**src/rtl/booth_mult_seq.sv**
```systemverilog
// Sequential radix-2 Booth multiplier with valid/ready/done handshake.
// Produces the product plus a sign/magnitude split for the BCD converter.
module booth_mult_seq #(
  parameter int WIDTH  = 8,
  parameter bit SIGNED = 1'b1
) (
  input  logic                 clk,
  input  logic                 reset,
  input  logic                 valid,
  input  logic [WIDTH-1:0]     num_1,
  input  logic [WIDTH-1:0]     num_2,
  output logic                 ready,
  output logic                 busy,
  output logic                 done,
  output logic [2*WIDTH-1:0]   mult_result,
  output logic [2*WIDTH-1:0]   magnitude,
  output logic                 sign
);

  localparam int CW = $clog2(WIDTH + 2);
  localparam logic [CW-1:0] N_ITER = CW'(WIDTH + 1);

  typedef enum logic [1:0] {IDLE, CALC, DONE} state_t;

  state_t state;
  state_t state_next;

  // The extra top bit keeps A-M in range when M is the most negative operand.
  logic [WIDTH:0]       acc;
  logic [WIDTH:0]       mcand;
  logic [WIDTH:0]       mplier;
  logic                 q_prev;
  logic [CW-1:0]        count;

  logic [WIDTH:0]       num_1_ext;
  logic [WIDTH:0]       num_2_ext;
  logic [WIDTH:0]       acc_sum;
  logic [WIDTH:0]       acc_next;
  logic [WIDTH:0]       mplier_next;
  logic                 q_prev_next;
  logic [2*WIDTH-1:0]   product;
  logic [2*WIDTH-1:0]   product_mag;
  logic                 product_sign;
  logic                 last_iter;

  assign last_iter = (count == CW'(1));

  always_ff @(posedge clk) begin
    if (reset) state <= IDLE;
    else       state <= state_next;
  end

  always_comb begin
    state_next = state;
    case (state)
      IDLE:    if (valid) state_next = CALC;
      CALC:    if (last_iter) state_next = DONE;
      DONE:    state_next = IDLE;
      default: state_next = IDLE;
    endcase
  end

  always_comb begin
    ready = (state == IDLE);
    busy  = (state == CALC);
    done  = (state == DONE);
  end

  // Unsigned operands are zero-extended so the signed Booth core sees them as positive.
  always_comb begin
    num_1_ext = {SIGNED & num_1[WIDTH-1], num_1};
    num_2_ext = {SIGNED & num_2[WIDTH-1], num_2};
  end

  always_comb begin
    case ({mplier[0], q_prev})
      2'b01:   acc_sum = acc + mcand;
      2'b10:   acc_sum = acc - mcand;
      default: acc_sum = acc;
    endcase
    acc_next     = {acc_sum[WIDTH], acc_sum[WIDTH:1]};
    mplier_next  = {acc_sum[0], mplier[WIDTH:1]};
    q_prev_next  = mplier[0];
    product      = {acc_next[WIDTH-2:0], mplier_next};
    product_sign = SIGNED & product[2*WIDTH-1];
    product_mag  = product_sign ? -product : product;
  end

  // Results are captured only on the final iteration and otherwise held.
  always_ff @(posedge clk) begin
    if (reset) begin
      acc         <= '0;
      mcand       <= '0;
      mplier      <= '0;
      q_prev      <= 1'b0;
      count       <= '0;
      mult_result <= '0;
      magnitude   <= '0;
      sign        <= 1'b0;
    end else begin
      case (state)
        IDLE: begin
          if (valid) begin
            mcand  <= num_1_ext;
            mplier <= num_2_ext;
            acc    <= '0;
            q_prev <= 1'b0;
            count  <= N_ITER;
          end
        end
        CALC: begin
          acc    <= acc_next;
          mplier <= mplier_next;
          q_prev <= q_prev_next;
          count  <= count - CW'(1);
          if (last_iter) begin
            mult_result <= product;
            magnitude   <= product_mag;
            sign        <= product_sign;
          end
        end
        default: ;
      endcase
    end
  end

endmodule

```
**config.mk**
```make
export PLATFORM = sky130hd
export DESIGN_NAME = booth_mult_seq
export DESIGN_NICKNAME = d
export VERILOG_FILES = /design/src/rtl/booth_mult_seq.sv
export SDC_FILE = /design/constraint.sdc
export NUM_CORES = 1
export LEC_CHECK = 0
export CORE_MARGIN = 2
export CORE_UTILIZATION = 49
export DETAILED_ROUTE_END_ITERATION = 7
export DONT_BUFFER_PORTS = 1
export REMOVE_ABC_BUFFERS = 1
export SYNTH_ARGS = -nofsm -noshare
export SYNTH_HDL_FRONTEND = slang
export SYNTH_SLANG_ARGS = --single-unit
```
**constraint.sdc**
```tcl
create_clock -name clk -period 3.95 [get_ports clk]
set_input_delay 0.1975 -clock clk [delete_from_list [all_inputs] [get_ports clk]]
set_output_delay 0.1975 -clock clk [all_outputs]
set_load 0.01 [all_outputs]
```
==> flow_summary.rst <==
.. list-table::
   :header-rows: 1

   * - Metric
     - Value
   * - Final Slew Violations
     - 0
   * - Setup Crit Path Kind
     - reg -> reg
   * - Syn Inst Count
     - 420
   * - Maximum vdd drop
     - 268 uV
   * - Worst Hold Class
     - in -> reg
   * - Antenna Cells
     - 0
   * - Worst Min Path Start
     - num_2[7]
   * - Final setup violation count
     - 0
   * - Arrival time of the worst setup path
     - 3.53 ns
   * - Setup repair after global routing missed its margin
     - false
   * - Source of the worst register-to-register timing path
     - mplier[0]
   * - Initial antenna violation count
     - 0
   * - Clock Latency Late Sink
     - 0.34 ns
   * - Number of synthesized register bits
     - 63
   * - Worst setup startpoint
     - mplier[0]
   * - Normalized max-slew margin
     - 0.492
   * - Wire length per cell
     - 15.3 microns
   * - Primary flip-flop cell chosen by synthesis mapping
     - sky130_fd_sc_hd__dfxtp_1
   * - First drt pass iteration count
     - 4
   * - Worst-path maximum fanout
     - 9
   * - DRC violation total after the first TritonRoute iteration
     - 129
   * - Cell variety after synth
     - 49
   * - Number of levels the H-tree was split into
     - 3
   * - Largest cells by area after synthesis
     - sky130_fd_sc_hd__dfxtp_1 38%, sky130_fd_sc_hd__nand2_1 7.5%, sky130_fd_sc_hd__a21oi_1 6.7%
   * - Global Route met3 Usage
     - 0.0577
   * - Proportion of netlist area held by the largest area contributor
     - 0.382
   * - Ratio of cells with drive above 1 in the final layout
     - 0.0718
   * - Final WL
     - 7.55 mm
   * - Post-synthesis instance area
     - 3300 sq um
   * - Final period demand of the worst path
     - 3.28 ns
   * - Vias in the first global route
     - 2666
   * - Power per unit of standard cell area
     - 443 nW/um^2
   * - CORE AREA
     - 6420 sq um
   * - Outcome
     - complete, no violations
   * - Most instantiated library cell after synthesis
     - sky130_fd_sc_hd__nand2_1
   * - Fraction of the yosys area taken by sequential cells
     - 0.382
   * - Pleak
     - 1.26 nW
   * - Total Routing Usage GR
     - 0.214
   * - Data required time of the worst path
     - 4.20 ns
   * - Hold Buf Count CTS
     - 9
   * - GR met1 Demand/Resource
     - 0.287
   * - Number of flops mapped to enable cells by yosys
     - 0
   * - Met2 track utilization from global routing
     - 0.333
   * - Number of post-CTS setup repair buffers
     - 0
   * - Hold-critical path depth
     - 2
   * - Crit. End Element
     - register
   * - Maximum number of pins on one net before global-route repair
     - 58
   * - Post-cts sizing count
     - 0
   * - Yosys warning total
     - 0
   * - Most heavily used metal layer in global routing
     - met2
   * - Die Footprint
     - 7410 sq um
   * - Ratio of routed vias to standard cells
     - 5.74
   * - Average footprint of a synthesized cell
     - 7.86 sq um
   * - Height of the chip
     - 86.1 microns
   * - Starting Density
     - 0.514
   * - Count of max-cap constraint violations
     - 0
   * - Port Buffers
     - 0
   * - Final critical-path share of the clock period
     - 0.830
   * - Final layout net count
     - 447
   * - Share of flip-flops with an asynchronous set or reset after synthesis
     - 0
   * - CTS Root Buffer Type
     - sky130_fd_sc_hd__clkbuf_8
   * - First-pass GRT wire length
     - 12.6 mm
   * - Ports
     - 55
   * - Clock tree from TritonCTS
     - done
   * - Chip Width
     - 86.1 microns
   * - Clock buffer count from CTS
     - 9
   * - Cell type with the highest aggregate area in the netlist
     - sky130_fd_sc_hd__dfxtp_1
   * - Number of cell rows
     - 29
   * - Final sum of negative setup slack
     - 0 ns
   * - Reg clk slew, reported paths
     - 0.07 ns
   * - Estimated wirelength of the detail-placed design
     - 5.02 mm
   * - DRC Markers
     - 0
   * - Count of vias placed by the detailed router
     - 2839
   * - Buffer depth of the longest clock path
     - 2
   * - Final Skew
     - 0.00821 ns
   * - Synthesis-to-finish area growth
     - 8.03%
   * - Achievable Freq
     - 305 MHz
   * - Endpoints failing hold
     - 0
   * - Sink count of the clock tree
     - 63
   * - Gpl congestion
     - 0.838
   * - Top cells by count, synth
     - 66 x sky130_fd_sc_hd__nand2_1, 63 x sky130_fd_sc_hd__dfxtp_1, 49 x sky130_fd_sc_hd__nor2_1
   * - Overflow left after global routing
     - 0
   * - Core utilization of the finished layout
     - 0.555
   * - Transition time of the tightest slew-check pin
     - 0.757 ns
   * - Remaining antenna violation count
     - 0
   * - Launching element type of the critical path
     - register
   * - Worst r2r path cells
     - 11
==> registers in the layout (all words and copies together) (netlist names) <==
signal / cells
count: 4
q_prev: 1
mplier: 9
mcand: 8
acc: 8
state: 2
magnitude: 15
mult_result: 16
==> final cells by class <==
cell class / instances / area (sq um)
inverter: 12 / 45.0
sequential: 63 / 1260
clock inverter: 3 / 20.0
clock buffer: 12 / 145
timing repair buffer: 12 / 130
fill: 649 / 2860
tap: 77 / 96.3
multi-input combinational: 316 / 1870
==> worst max-delay path, stage by stage, from the launching register on <==
cell and delay [ns]:
sky130_fd_sc_hd__dfxtp_1 0.35, sky130_fd_sc_hd__ha_1 0.34, sky130_fd_sc_hd__mux2_2 0.41, sky130_fd_sc_hd__inv_1 0.06, sky130_fd_sc_hd__ha_1 0.21, sky130_fd_sc_hd__nor2b_1 0.15, sky130_fd_sc_hd__o31a_1 0.30, sky130_fd_sc_hd__o21a_1 0.22
sky130_fd_sc_hd__nor3_2 0.53, sky130_fd_sc_hd__o31ai_1 0.19, sky130_fd_sc_hd__xor2_1 0.18, sky130_fd_sc_hd__a211oi_1 0.25
==> cells in the final DEF, fill, tap and decap left out, drive strengths merged, types with 7 or more instances in the layout <==
cell,Yosys,final
nand2,66,66
inv,12,12
a211oi,14,14
ha,13,13
dfxtp,63,63
dlygate4sd3,0,8
a21oi,47,47
xnor2,13,13
nand3,14,14
nor3,11,11
o21ai,9,9
a22oi,7,7
xor2,7,7
clkbuf,23,12
nor2,49,49
nand2b,7,7
==> logic make-up (layout without fill, tap and decap cells) <==
family          Yosys count  after routing  synth area share
flops                    63             63             0.382
buf+inv                  41             39            0.0527
fa+ha+maj                14             14            0.0553
simple gates            175            175             0.247
xor+xnor                 20             20            0.0531
compound gates          102            102             0.194
mux                       5              5            0.0159
==> through the flow <==
step | setup WS, ns | instances | cell area, sq um | total power (W) | hold slack (ns)
6_report | 0.672 | 495 | 3570 | 0.00158 | 0.0341
5_1_grt | 0.440 | 495 | 3570 | 0.00168 | 0.0268
4_1_cts | 0.673 | 495 | 3570 | 0.00160 | 0.0199
3_5_place_dp | 0.691 | 471 | 3290 | 0.00109 | 0.273
3_3_place_gp | 0.708 | 471 | 3290 | 0.00108 | 0.272
2_1_floorplan | 0.992 | 391 | 3170 | 0.00101 | 0.267
==> where the power goes <==
| part | switching (W) | internal, W | leakage, nW |
|---|---|---|---|
| logic | 0.000231 | 0.000154 | 0.673 |
| clock network | 0.000247 | 0.000241 | 0.0785 |
| registers | 0.0000391 | 0.000668 | 0.512 |
==> layer usage <==
| layer | up-vias | part of all wire |
|---|---|---|
| met2 | 57 | 0.45 |
| li1 | 1441 | - |
| met3 | 12 | 0.052 |
| met4 | 0 | 0.014 |
| met5 | - | 0 |
| met1 | 1329 | 0.49 |
==> path summary, 6_finish.rpt <==
| check | to | slack (ns) |
|---|---|---|
| max | magnitude[5] | 0.67 |
| min | mplier[8] | 0.03 |
| max reg2reg | magnitude[5] | 0.67 |
| min reg2reg | q_prev | 0.47 |
Note: power is estimated with default switching activity, not from simulation.
